[config.mk]
export PLATFORM = sky130hd
export DESIGN_NAME = hs_pipe_fifo
export DESIGN_NICKNAME = d
export VERILOG_FILES = /design/src/rtl/hs_pkg.sv /design/src/rtl/hs_fifo_mem.sv /design/src/rtl/hs_pipe_fifo.sv
export SDC_FILE = /design/constraint.sdc
export NUM_CORES = 1
export LEC_CHECK = 0
export ABC_AREA = 1
export ABC_CLOCK_PERIOD_IN_PS = 3600
export CAP_MARGIN = 5
export CORE_UTILIZATION = 50
export DETAILED_ROUTE_END_ITERATION = 8
export PLACE_DENSITY_LB_ADDON = 0.05
export SLEW_MARGIN = 25
export SYNTH_ARGS = -nofsm -noshare
export SYNTH_HDL_FRONTEND = slang
export SYNTH_HIERARCHICAL = 1
export SYNTH_SLANG_ARGS = --single-unit
[constraint.sdc]
create_clock -name clk -period 3.6 [get_ports clk]
set_input_delay 0.9 -clock clk [delete_from_list [all_inputs] [get_ports clk]]
set_output_delay 0.9 -clock clk [all_outputs]
set_load 0.005 [all_outputs]
[src/rtl/hs_pkg.sv]
// ============================================================================
// hs_pkg
// Shared defaults and the pointer/count width helper for the hs_pipe_fifo slice.
// Revision: 1.0
// ============================================================================
`default_nettype none

package hs_pkg;

  localparam int HS_DEFAULT_WIDTH = 32;
  localparam int HS_DEFAULT_DEPTH = 4;

  // Bits needed to address 'depth' entries; count needs one more bit.
  function automatic int hs_ptr_width(input int depth);
    int w;
    w = 0;
    while ((1 << w) < depth) w++;
    return (w < 1) ? 1 : w;
  endfunction

endpackage

`default_nettype wire

[src/rtl/hs_fifo_mem.sv]
// ============================================================================
// hs_fifo_mem
// FIFO storage: one synchronous write port, one asynchronous read port, no reset.
// Revision: 1.0
// ============================================================================
`default_nettype none

module hs_fifo_mem
  import hs_pkg::*;
#(
  parameter int WIDTH = HS_DEFAULT_WIDTH,
  parameter int DEPTH = HS_DEFAULT_DEPTH
) (
  input  logic                            clk,
  input  logic                            we_i,
  input  logic [hs_ptr_width(DEPTH)-1:0]  waddr_i,
  input  logic [WIDTH-1:0]                wdata_i,
  input  logic [hs_ptr_width(DEPTH)-1:0]  raddr_i,
  output logic [WIDTH-1:0]                rdata_o
);

  logic [WIDTH-1:0] mem_q [DEPTH];

  always_ff @(posedge clk) begin
    if (we_i) begin
      mem_q[waddr_i] <= wdata_i;
    end
  end

  assign rdata_o = mem_q[raddr_i];

endmodule

`default_nettype wire

[src/rtl/hs_pipe_fifo.sv]
// ============================================================================
// hs_pipe_fifo
// Valid/ready FIFO with registered in_ready and one-cycle latency (no bypass).
// Optional synchronous flush port enabled by macro HS_PIPE_FIFO_FLUSH_EN.
// Revision: 1.0
// ============================================================================
`default_nettype none

module hs_pipe_fifo
  import hs_pkg::*;
#(
  parameter int WIDTH     = HS_DEFAULT_WIDTH,
  parameter int DEPTH     = HS_DEFAULT_DEPTH,
  parameter int AFULL_LVL = 3
) (
  input  logic                          clk,
  input  logic                          rst_n,
  input  logic                          in_valid,
  input  logic [WIDTH-1:0]              in_data,
  output logic                          in_ready,
  output logic                          out_valid,
  output logic [WIDTH-1:0]              out_data,
  input  logic                          out_ready,
`ifdef HS_PIPE_FIFO_FLUSH_EN
  input  logic                          flush,
`endif
  output logic [hs_ptr_width(DEPTH):0]  count,
  output logic                          almost_full
);

  localparam int PW = hs_ptr_width(DEPTH);
  localparam int CW = PW + 1;

  logic [CW-1:0] count_q, count_d;
  logic [PW-1:0] wr_ptr_q, wr_ptr_d;
  logic [PW-1:0] rd_ptr_q, rd_ptr_d;
  logic          in_ready_q, in_ready_d;
  logic          push;
  logic          pop;
  logic          mem_we;

  assign in_ready    = in_ready_q;
  assign out_valid   = (count_q != '0);
  assign count       = count_q;
  assign almost_full = (count_q >= CW'(AFULL_LVL));

  always_comb begin
    push       = in_valid & in_ready_q;
    pop        = out_valid & out_ready;
    mem_we     = push;
    count_d    = count_q;
    wr_ptr_d   = wr_ptr_q;
    rd_ptr_d   = rd_ptr_q;

    if (push) wr_ptr_d = wr_ptr_q + PW'(1);
    if (pop)  rd_ptr_d = rd_ptr_q + PW'(1);

    if (push && !pop) begin
      count_d = count_q + CW'(1);
    end else if (!push && pop) begin
      count_d = count_q - CW'(1);
    end

`ifdef HS_PIPE_FIFO_FLUSH_EN
    // Flush wins over any same-cycle handshake, including the write.
    if (flush) begin
      mem_we   = 1'b0;
      count_d  = '0;
      wr_ptr_d = '0;
      rd_ptr_d = '0;
    end
`endif

    // in_ready is registered from the next occupancy, so a pop on a full
    // FIFO only reopens the input one cycle later.
    in_ready_d = (count_d != CW'(DEPTH));
  end

  always_ff @(posedge clk or negedge rst_n) begin
    if (!rst_n) begin
      count_q    <= '0;
      wr_ptr_q   <= '0;
      rd_ptr_q   <= '0;
      in_ready_q <= 1'b0;
    end else begin
      count_q    <= count_d;
      wr_ptr_q   <= wr_ptr_d;
      rd_ptr_q   <= rd_ptr_d;
      in_ready_q <= in_ready_d;
    end
  end

  hs_fifo_mem #(
    .WIDTH (WIDTH),
    .DEPTH (DEPTH)
  ) u_mem (
    .clk     (clk),
    .we_i    (mem_we),
    .waddr_i (wr_ptr_q),
    .wdata_i (in_data),
    .raddr_i (rd_ptr_q),
    .rdata_o (out_data)
  );

endmodule

`default_nettype wire

=== Word-level counts from Yosys, hierarchy flattened ===
Memories as Yosys holds them, arrays and structs flattened.
Index checks and enable logic that the tools add are counted.

* Add/sub/neg operators: 4
* Order comparisons: 1
* Equal/unequal tests: 1
* Multiplexer cells: 4
* Bitwise gates (word level): 2
* Reductions and logical operators: 5

{| class="wikitable"
|+ Operator list
! operator !! number
|-
| 3-bit two-way mux || 2
|-
| 2-bit by 1-bit adder with 2-bit output, second input constant || 2
|-
| 3-bit by 1-bit adder with 3-bit output, second input constant || 1
|-
| 3-bit by 2-bit greater-or-equal comparator with 1-bit output, second input constant || 1
|-
| 3-bit != test, second input constant || 1
|-
| 3-bit nonzero test || 1
|-
| 3-bit by 1-bit subtractor with 3-bit output, second input constant || 1
|-
| 1-bit AND || 2
|-
| 1-bit logical AND || 2
|-
| 1-bit zero test || 2
|-
| 1-bit two-way mux || 2
|}

* Bits in registers: 8
* Memory bits (writable): 128
* Bits of input ports: 36
* Output and inout port bits: 38
* Word-level logic and storage cells: 22
* Memories: 1

{| class="wikitable"
|+ Memories
! name !! depth !! width !! read ports !! clocked after Yosys merged registers in !! write ports !! RTL line !! source
|-
| u_mem.mem_q || 4 || 32 || 1 || 0 || 1 || hs_fifo_mem.sv:22 || <nowiki>logic [WIDTH-1:0] mem_q [DEPTH];</nowiki>
|}

=== Longest topological paths before layout ===
Gate-level depths: netlist of the first run.

* Depth in word-level cells: 6
* Depth in mapped cells: 10
* Gate-level depth less buffers: 10

=== Cells and area by module ===
Netlist of the first run, hierarchy kept.

{| class="wikitable"
|+ Modules (own cells, without submodules)
! module !! times used !! cells an instance !! area an instance (um^2) !! seq. area each (um^2)
|-
| hs_fifo_mem || 1 || 509 || 5437.7 || 3843.7
|-
| hs_pipe_fifo || 1 || 49 || 464.2 || 200.2
|}

=== Least setup slack after synthesis of the first run ===
No wires, ideal clock.

* Path type: input-to-reg
* Start: input in_valid
* End: memory u_mem/mem_q[1][0] in the netlist's numbering (enable)
* Setup time: 461 ps
* Data arrival time: 3340 ps
* Required time: 3139 ps
* Slack: -201 ps
* Stages on the path: 4
* Buffers on the path: 0
* Cell sequence: nand2_2 inv_2 inv_1 nor3_1

* Word-level cells in the longest chain between the ends: 3

{| class="wikitable"
|+ Ends and longest elaborated chain
! item !! RTL line !! source
|-
| start: declaration || hs_pipe_fifo.sv:18 || <nowiki>input logic in_valid,</nowiki>
|-
| 1-bit AND || hs_pipe_fifo.sv:48 || <nowiki>push = in_valid & in_ready_q;</nowiki>
|-
| named net mem_we || hs_pipe_fifo.sv:40 || <nowiki>logic mem_we;</nowiki>
|-
| 1-bit two-way mux || hs_fifo_mem.sv:25 || <nowiki>if (we_i) begin</nowiki>
|-
| 1-bit two-way mux (implied by the code) || hs_fifo_mem.sv:26 || <nowiki>mem_q[waddr_i] <= wdata_i;</nowiki>
|-
| end: declaration || hs_fifo_mem.sv:22 ||
|}

The timed path passes the listed nets, and every way through them passes these cells.

=== Final worst setup path of the first run ===
* Start: register rd_ptr_q[0]
* End: output out_data[21]

* Word-level cells in the longest chain between the ends: 1

{| class="wikitable"
|+ Ends and longest elaborated chain
! item !! RTL line !! source
|-
| start: declaration || hs_pipe_fifo.sv:36 || <nowiki>logic [PW-1:0] rd_ptr_q, rd_ptr_d;</nowiki>
|-
| start signal: assignment || hs_pipe_fifo.sv:88 || <nowiki>rd_ptr_q <= rd_ptr_d;</nowiki>
|-
| memory read 4 x 32 bit || -- ||
|-
| end: declaration || hs_pipe_fifo.sv:22 || <nowiki>output logic [WIDTH-1:0] out_data,</nowiki>
|}

Every way passes these cells.

==> flow_metrics.py, run 1 <==
metrics = {
    "job": {
        "maxCapViolCount": 0,
    },
    "layout": {
        "utilization_pct": 64.6,
        "multi_input_area_um2": 1200,
        "area.growth.synth_to_final_pct": 25.4,
        "register_area_um2": 4050,
        "final_layout_size_suffix_gt1_share_pct": 9.01,
        "nNetsFinal": 682,
        "final_cell_area_um2": 7400,
        "diodes": 0,
        "n_fill_cell": 922,
    },
    "yosys": {
        "syn_nets": 598,
        "yosysTopAreaCell": "edfxtp_1",
        "synth-warning-count": 6,
        "ys_types": 20,
        "synth-seq-cells": 136,
        "yosysMostFrequentCell": "nand2_1",
        "synthTopCellsByCount": "nand2_1, inv_1, edfxtp_1",
        "postSynthCellCount": 558,
        "syn_avg_cell_area_um2": 10.6,
        "synth_async_sr_flop_share_pct": 5.88,
        "synthTopCellsByArea": "edfxtp_1, nand2_1, inv_1",
        "synth_edf_count": 128,
        "ys_seq_area_share_pct": 68.5,
        "syn_area_um2": 5900,
        "synth_flop_cell": "edfxtp_1",
        "synth.top_cell.area_share_pct": 65.1,
    },
    "global_routing": {
        "grt_pass1_vias": 3602,
        "track_usage_pct": 19.6,
        "antenna_found_initial": 0,
        "gr-total-overflow": 0,
        "grt_first_pass_wirelength_mm": 17.9,
        "grt_max_degree": 47,
    },
    "min_path": {
        "hold_end": "wr_ptr_q[1]",
        "min-delay-start": "wr_ptr_q[1]",
        "hold_path_class": "register to register",
        "min_path_cells": 1,
    },
    "critical_path": {
        "timing.rr.start": "in_ready",
        "path_class": "register to primary output",
        "timing.rr.end": "u_mem/mem_q[0][15]",
        "critPathMaxFanout": 40,
        "ff2ff_setup_slack_ps": 2040,
        "critPathCaptureType": "primary output",
        "cp_data_required_time_ps": 2700,
        "cp-start-kind": "register",
        "rr_worst_depth": 5,
        "arrival_ps": 2390,
    },
    "clock_tree": {
        "numCtsBuffers": 17,
        "worstSkewPairLatency_ps": 410,
        "cts_hold_buf": 0,
        "htree_levels": 4,
        "cts_tree": "built",
        "postCtsSetupBuffers": 0,
        "root_buffer": "clkbuf_16",
        "cts_resized": 0,
        "clk_pin_slew_ps": 50,
        "cts.sinks": 136,
        "cts_max_path_buffers": 2,
    },
    "placement": {
        "gp_congestion": 0.770,
        "dp_hpwl_mm": 6.73,
        "dpl_cell_area_um2": 6790,
        "port_buffers": 73,
    },
    "sta": {
        "whs_ps": 565,
        "slew_viol_final": 0,
        "relSlewSlack_pct": 64.1,
        "max_slew.worst_pin.slew_ps": 537,
        "hold_viol_final": 0,
        "finalCriticalPeriod_ps": 3290,
        "setup_violations": 0,
        "rsz0062_at_grt": "no",
        "fin_worst_skew_ps": 4.39,
        "max_freq_mhz": 304,
        "final.period_utilization_pct": 91.4,
        "final.setup.tns_ps": 0,
    },
    "die": {
        "num_rows": 39,
        "floorplan.initialDensity_pct": 51.5,
        "io_pins": 74,
        "die_w_um": 111,
        "die_area_um2": 12200,
        "core_area_um2": 11500,
        "dieHeight_um": 111,
    },
    "drt": {
        "dr.pass1.iters": 4,
        "vias": 3792,
        "routed_wl_mm": 11.0,
        "via_per_inst": 4.75,
        "postRouteAntennaNets": 0,
        "wl_per_cell_um": 13.8,
        "dr.first_iter.drc_count": 219,
        "drc": 0,
    },
    "pwr": {
        "totalPowerFinal_mw": 6.29,
        "p_per_area_nw_per_um2": 850,
        "ir_worst_vdd_uv": 427,
        "p_leak_nw": 3.33,
    },
    "status": {
        "status": "finished clean",
    },
}
[layout by cell type, fill, tap and decap left out, drive strengths merged]
master,n
clkinv,9
nor3,4
bufinv,4
nand2,173
o21ai,1
nor2,5
inv,140
nand3,69
xor2,1
edfxtp,128
clkdlybuf4s50,73
clkbuf,17
xnor2,2
clkinvlp,2
dfrtp,8
ha,4
nand4,2
or2,1
buf,12
[sequential cells by signal, indices dropped and copies added, names as in the netlist]
name / cells
u_mem/mem_q: 128
count: 3
rd_ptr_q: 2
wr_ptr_q: 2
in_ready: 1
[per-layer routing]
metal	GRT usage, %	wire length, um	share of wire, %	up-vias
met5	0	0	0	-
met4	9.87	201	1.8	0
met3	4.83	411	3.7	15
met2	32.8	5600	51	69
met1	23.6	4780	43	1797
li1	-	-	-	1911
[per-stage QoR]
stage | std cells | setup slack (ps)
2_1_floorplan | 558 | -201
3_3_place_gp | 766 | 780
3_5_place_dp | 766 | 728
4_1_cts | 798 | 261
5_1_grt | 798 | 138
6_report | 798 | 309
[worst max-delay path, cell delays in order, from the launching register on]
cell             delay (ps)
dfrtp_2                 630
inv_2                   300
buf_12                  270
nand2_1                  70
nand3_1                  70
nand2_1                 110
clkdlybuf4s50_1         510
[cell type report]
class	instances	share of cell area, %
clock inverter	15	2.48
multi-input combinational	262	16.2
clock buffer	17	5.75
sequential	136	54.6
inverter	140	7.10
tap	143	2.42
timing repair buffer	85	11.4
[cells by family (layout without fill, tap and decap cells)]
| group | Yosys count | after routing | share of synthesized area (%) |
|---|---|---|---|
| AOI/OAI and AO/OA | 1 | 1 | 0.0847 |
| xor gates and xnor gates | 3 | 3 | 0.445 |
| adders and majority gates | 4 | 4 | 0.848 |
| buffers and inverters | 160 | 257 | 11.5 |
| DFF | 136 | 136 | 68.5 |
| and+or+nand+nor | 254 | 254 | 18.6 |
[where the power goes]
group | total (mW) | switching (mW) | internal [mW]
logic | 2.26 | 1.23 | 1.03
registers | 2.27 | 0.142 | 2.12
clock network | 1.77 | 0.623 | 1.15
total | 6.29 | 1.99 | 4.30
[worst max path at each step]
stage	to	slack (ps)	depth (start not counted)	start
after floorplan	u_mem/mem_q[1][0]	-200	4	in_valid
after global placement	out_data[21]	780	6	rd_ptr_q[0]
after detailed placement	out_data[21]	730	6	rd_ptr_q[0]
after CTS	out_data[21]	260	6	rd_ptr_q[0]
after global routing	out_data[19]	140	6	rd_ptr_q[0]
final	out_data[21]	310	6	rd_ptr_q[0]
(Power assumes the default switching activity.)
==> inputs of run 2 (changes only) <==
--- a/config.mk
+++ b/config.mk
@@ -8,11 +8,12 @@
 export ABC_AREA = 1
 export ABC_CLOCK_PERIOD_IN_PS = 3600
 export CAP_MARGIN = 5
+export CORE_MARGIN = 2
 export CORE_UTILIZATION = 50
+export CTS_BUF_LIST = sky130_fd_sc_hd__clkbuf_4 sky130_fd_sc_hd__clkbuf_8 sky130_fd_sc_hd__clkbuf_16
 export DETAILED_ROUTE_END_ITERATION = 8
 export PLACE_DENSITY_LB_ADDON = 0.05
 export SLEW_MARGIN = 25
 export SYNTH_ARGS = -nofsm -noshare
 export SYNTH_HDL_FRONTEND = slang
-export SYNTH_HIERARCHICAL = 1
 export SYNTH_SLANG_ARGS = --single-unit
==> flow_metrics.py, run 2 <==
metrics = {
    "sta": {
        "final.period_utilization_pct": 92.2,
        "setup_violations": 0,
        "hold_viol_final": 0,
        "max_freq_mhz": 301,
        "rsz0062_at_grt": "no",
        "fin_worst_skew_ps": 9.01,
        "relSlewSlack_pct": 57.6,
        "final.setup.tns_ps": 0,
        "whs_ps": 603,
        "finalCriticalPeriod_ps": 3320,
        "slew_viol_final": 0,
        "max_slew.worst_pin.slew_ps": 637,
    },
    "clock_tree": {
        "cts_max_path_buffers": 2,
        "clk_pin_slew_ps": 50,
        "numCtsBuffers": 17,
        "cts_tree": "built",
        "cts_hold_buf": 0,
        "root_buffer": "clkbuf_8",
        "htree_levels": 4,
        "worstSkewPairLatency_ps": 510,
        "cts_resized": 0,
        "postCtsSetupBuffers": 0,
        "cts.sinks": 136,
    },
    "drt": {
        "vias": 3200,
        "wl_per_cell_um": 17.0,
        "dr_wl_met3_um": 583,
        "wl_met2_mm": 4.96,
        "dr.first_iter.drc_count": 144,
        "drc": 0,
        "routed_wl_mm": 10.2,
        "m1WireLength_mm": 4.49,
        "routed.top_layer": "met4",
        "via_per_inst": 5.32,
        "dr.pass1.iters": 4,
        "postRouteAntennaNets": 0,
    },
    "layout": {
        "layout_commonest_cell": "edfxtp_1",
        "register_area_um2": 4050,
        "diodes": 0,
        "area.growth.synth_to_final_pct": 27.6,
        "final_layout_size_suffix_gt1_share_pct": 10.9,
        "multi_input_area_um2": 1080,
        "final_cell_mix": "edfxtp_1, clkdlybuf4s50_1, nor2_1, o21ai_0, o22ai_1",
        "nNetsFinal": 499,
        "n_fill_cell": 811,
        "largest_reg_flops": 128,
        "largest-register": "u_mem.mem_q",
    },
    "yosys": {
        "synth_flop_cell": "edfxtp_1",
        "yosysTopAreaCell": "edfxtp_1",
        "synth_async_sr_flop_share_pct": 5.88,
        "synth-seq-cells": 136,
        "syn_area_um2": 5280,
        "yosysMostFrequentCell": "edfxtp_1",
        "synthTopCellsByArea": "edfxtp_1, nor2_1, o21ai_0",
        "postSynthCellCount": 373,
        "syn_nets": 417,
        "synth-warning-count": 0,
        "syn_avg_cell_area_um2": 14.2,
        "ys_types": 21,
        "ys_seq_area_share_pct": 76.6,
        "synth.top_cell.area_share_pct": 72.8,
        "synth_edf_count": 128,
        "synthTopCellsByCount": "edfxtp_1, nor2_1, o21ai_0",
    },
    "critical_path": {
        "cp_top_family": "buffers and inverters",
        "timing.rr.start": "wr_ptr_q[0]",
        "critPathBufInv": 2,
        "rr_worst_depth": 5,
        "ff2ff_setup_slack_ps": 1930,
        "cp_slowest_stage_delay_ps": 550,
        "cpMaxStageDelayCell": "clkdlybuf4s50_1",
        "timing.rr.end": "u_mem.mem_q[2][21]",
        "critPathCaptureType": "primary output",
        "path_depth": 4,
        "critPathMaxFanout": 65,
        "path_cells": "buf_4 > o21ai_0 > o22ai_1 > clkdlybuf4s50_1",
        "arrival_ps": 2420,
        "path_class": "register to primary output",
        "cp_data_required_time_ps": 2700,
        "cp-start-kind": "register",
    },
    "placement": {
        "gp_congestion": 0.698,
        "dp_hpwl_mm": 5.86,
        "port_buffers": 73,
    },
    "global_routing": {
        "track_usage_pct": 19.2,
        "grt_max_degree": 66,
        "grt_pass1_vias": 3192,
        "gr-total-overflow": 0,
        "antenna_found_initial": 0,
        "grt_first_pass_wirelength_mm": 16.2,
    },
    "status": {
        "status": "finished clean",
    },
    "job": {
        "maxCapViolCount": 0,
    },
    "min_path": {
        "hold_path_class": "register to register",
        "hold_end": "count[1]",
        "min-delay-start": "count[1]",
        "min_path_cells": 2,
    },
    "die": {
        "floorplan.initialDensity_pct": 51.4,
        "die_area_um2": 11400,
        "die_w_um": 107,
        "io_pins": 74,
        "core_area_um2": 10300,
        "dieHeight_um": 107,
        "num_rows": 37,
    },
    "pwr": {
        "p_per_area_nw_per_um2": 880,
        "p_leak_nw": 2.32,
        "ir_worst_vdd_uv": 459,
    },
}
==> run 2: cell families (layout without fill, tap and decap cells) <==
logic type	after synthesis	in the layout	synth area share, %
DFF	136	136	76.6
buffers and inverters	34	127	3.53
AOI/OAI and AO/OA	100	100	10.2
adders and majority gates	8	8	1.90
and+or+nand+nor	93	93	7.40
xor gates and xnor gates	2	2	0.332
==> run 2: power by group <==
group | internal, mW | switching, mW
combinational | 0.989 | 1.17
sequential | 2.12 | 0.0946
clock | 0.967 | 0.583
total | 4.08 | 1.84
==> run 2: final cells by class <==
cell class | instances | area share (%)
Sequential cell | 136 | 60.1
Inverter | 14 | 0.780
Tap cell | 136 | 2.53
Multi-Input combinational cell | 203 | 16.0
Timing Repair Buffer | 83 | 12.7
Clock inverter | 12 | 1.65
Clock buffer | 18 | 6.26
==> run 2: worst max-delay path by stage <==
stage	start	endpoint	slack (ps)
after floorplan	in_valid	u_mem.mem_q[0][0]	810
after CTS	rd_ptr_q[0]	out_data[23]	290
after global placement	rd_ptr_q[0]	out_data[14]	870
after detailed placement	rd_ptr_q[0]	out_data[11]	830
final	rd_ptr_q[0]	out_data[23]	280
after global routing	rd_ptr_q[0]	out_data[25]	140
==> run 2: per-stage QoR <==
step / worst slack, ps / cells / total power [mW] / util, % / cell area, um^2
2_1_floorplan: 806 / 373 / 3.37 / - / 5280
3_3_place_gp: 867 / 572 / 4.38 / 60.3 / 6200
3_5_place_dp: 832 / 572 / 4.42 / 60.3 / 6200
4_1_cts: 289 / 602 / 5.98 / 65.5 / 6740
5_1_grt: 137 / 602 / 6.28 / 65.5 / 6740
6_report: 280 / 602 / 5.92 / 65.5 / 6740
==> run 2: per-layer routing <==
| metal | vias to the layer above | global-route usage (%) |
|---|---|---|
| li1 | 1546 | - |
| met1 | 1549 | 25.1 |
| met2 | 89 | 30.1 |
| met3 | 16 | 5.90 |
| met4 | 0 | 7.70 |
| met5 | - | 0 |
==> run 2: worst min-delay path, cell delays in order (launching register included) <==
cell and delay, ps:
dfrtp_1 390, nand3_1 90, nand2_1 80
==> inputs of run 3 (changes only) <==
--- a/config.mk
+++ b/config.mk
@@ -6,7 +6,7 @@
 export NUM_CORES = 1
 export LEC_CHECK = 0
 export ABC_AREA = 1
-export ABC_CLOCK_PERIOD_IN_PS = 3600
+export ABC_CLOCK_PERIOD_IN_PS = 3100
 export CAP_MARGIN = 5
 export CORE_MARGIN = 2
 export CORE_UTILIZATION = 50
==> constraint.sdc (replaced) <==
create_clock -name clk -period 3.1 [get_ports clk]
set_input_delay 0.775 -clock clk [delete_from_list [all_inputs] [get_ports clk]]
set_output_delay 0.775 -clock clk [all_outputs]
set_load 0.005 [all_outputs]
==> flow_metrics.py, run 3 (synthesis gave the netlist of run 2 again) <==
metrics = {
    "critical_path": {
        "critPathCaptureType": "primary output",
        "rr_worst_depth": 5,
        "cp_data_required_time_ps": 2320,
        "path_cells": "buf_12 > o21ai_0 > o22ai_1 > clkdlybuf4s50_1",
        "arrival_ps": 2170,
        "critPathMaxFanout": 65,
        "timing.rr.end": "u_mem.mem_q[2][23]",
        "cp_top_family": "buffers and inverters",
        "cp-start-kind": "register",
        "timing.rr.start": "wr_ptr_q[0]",
        "cp_slowest_stage_delay_ps": 550,
        "critPathBufInv": 2,
        "path_class": "register to primary output",
        "path_depth": 4,
        "cpMaxStageDelayCell": "clkdlybuf4s50_1",
        "ff2ff_setup_slack_ps": 1460,
    },
    "layout": {
        "layout_commonest_cell": "edfxtp_1",
        "final_cell_mix": "edfxtp_1, clkdlybuf4s50_1, nor2_1, o21ai_0, o22ai_1",
        "n_fill_cell": 770,
        "area.growth.synth_to_final_pct": 30.7,
        "nNetsFinal": 506,
        "largest-register": "u_mem.mem_q",
        "largest_reg_flops": 128,
        "diodes": 0,
        "final_layout_size_suffix_gt1_share_pct": 13.5,
    },
    "clock_tree": {
        "worstSkewPairLatency_ps": 520,
        "cts_tree": "built",
        "numCtsBuffers": 17,
        "root_buffer": "clkbuf_8",
        "htree_levels": 4,
        "clk_pin_slew_ps": 60,
        "cts.sinks": 136,
        "cts_hold_buf": 0,
        "cts_max_path_buffers": 2,
    },
    "pwr": {
        "totalPowerFinal_mw": 7.25,
        "ir_worst_vdd_uv": 495,
        "p_per_area_nw_per_um2": 1050,
        "p_leak_nw": 2.39,
    },
    "drt": {
        "routed_wl_mm": 10.4,
        "dr.pass1.iters": 4,
        "wl_per_cell_um": 17.1,
        "dr.first_iter.drc_count": 192,
        "vias": 3244,
        "drc": 0,
        "via_per_inst": 5.33,
        "postRouteAntennaNets": 0,
    },
    "die": {
        "floorplan.initialDensity_pct": 51.4,
        "core_area_um2": 10300,
        "dieHeight_um": 107,
        "io_pins": 74,
        "num_rows": 37,
        "die_w_um": 107,
        "die_area_um2": 11400,
    },
    "global_routing": {
        "grt_pass1_vias": 3265,
        "track_usage_pct": 19.3,
        "grt_max_degree": 66,
        "grt_first_pass_wirelength_mm": 16.5,
        "antenna_found_initial": 0,
        "gr-total-overflow": 0,
    },
    "sta": {
        "finalCriticalPeriod_ps": 2940,
        "final.setup.tns_ps": 0,
        "max_freq_mhz": 340,
        "final.period_utilization_pct": 94.9,
        "rsz0062_at_grt": "no",
        "fin_worst_skew_ps": 12.6,
        "max_slew.worst_pin.slew_ps": 434,
        "setup_violations": 0,
        "slew_viol_final": 0,
        "layout_setup_ws_ps": 159,
        "hold_viol_final": 0,
        "relSlewSlack_pct": 71.0,
    },
    "placement": {
        "gp_congestion": 0.699,
        "port_buffers": 73,
        "dp_hpwl_mm": 5.96,
        "dpl_worst_slack_ps": 413,
    },
    "status": {
        "status": "finished clean",
    },
    "job": {
        "maxCapViolCount": 0,
    },
    "min_path": {
        "hold_path_class": "primary input to asynchronous set/reset pin",
    },
}
-- run 3: layout make-up --
cell class	instances	area [um^2]	area share, %
sequential	136	4050	58.6
multi-input combinational	203	1080	15.6
timing repair buffer	90	933	13.5
clock buffer	17	414	6.00
clock inverter	13	195	2.83
tap	136	170	2.47
inverter	14	61.3	0.889
-- run 3: metal layers --
layer	wire length (um)	GRT usage [%]	up-vias
met5	0	0	-
met4	95	7.14	0
met3	618	5.29	8
met2	5000	30.0	88
met1	4730	26.5	1592
li1	-	-	1556
-- run 3: worst max path at each step --
stage,start,endpoint,slack (ps)
floorplan,in_valid,u_mem.mem_q[0][0],430
global placement,rd_ptr_q[0],out_data[19],480
detailed placement,rd_ptr_q[0],out_data[20],410
CTS,rd_ptr_q[1],out_data[20],60
global route,rd_ptr_q[0],out_data[12],10
finish,rd_ptr_q[0],out_data[12],160
-- run 3: metrics by stage --
step                      area, um^2  util [%]  instances  hold slack [ps]
final                           6900      67.1        609              562
after global routing            6900      67.1        609              569
after CTS                       6830      66.4        604              557
after detailed placement        6200      60.4        574              586
after global placement          6200      60.4        574              578
after floorplan                 5280         -        373              479
-- run 3: timing repair --
action	4_1_cts	5_1_grt
buffers inserted	0	4
cloned	0	1
pin swaps	0	1
setup endpoints to repair	32	7
resized for setup	4	4
-- run 3: power by group --
part	internal (mW)	switching [mW]	total, mW
Combinational	1.24	1.37	2.62
Clock	1.31	0.743	2.05
Sequential	2.47	0.121	2.59
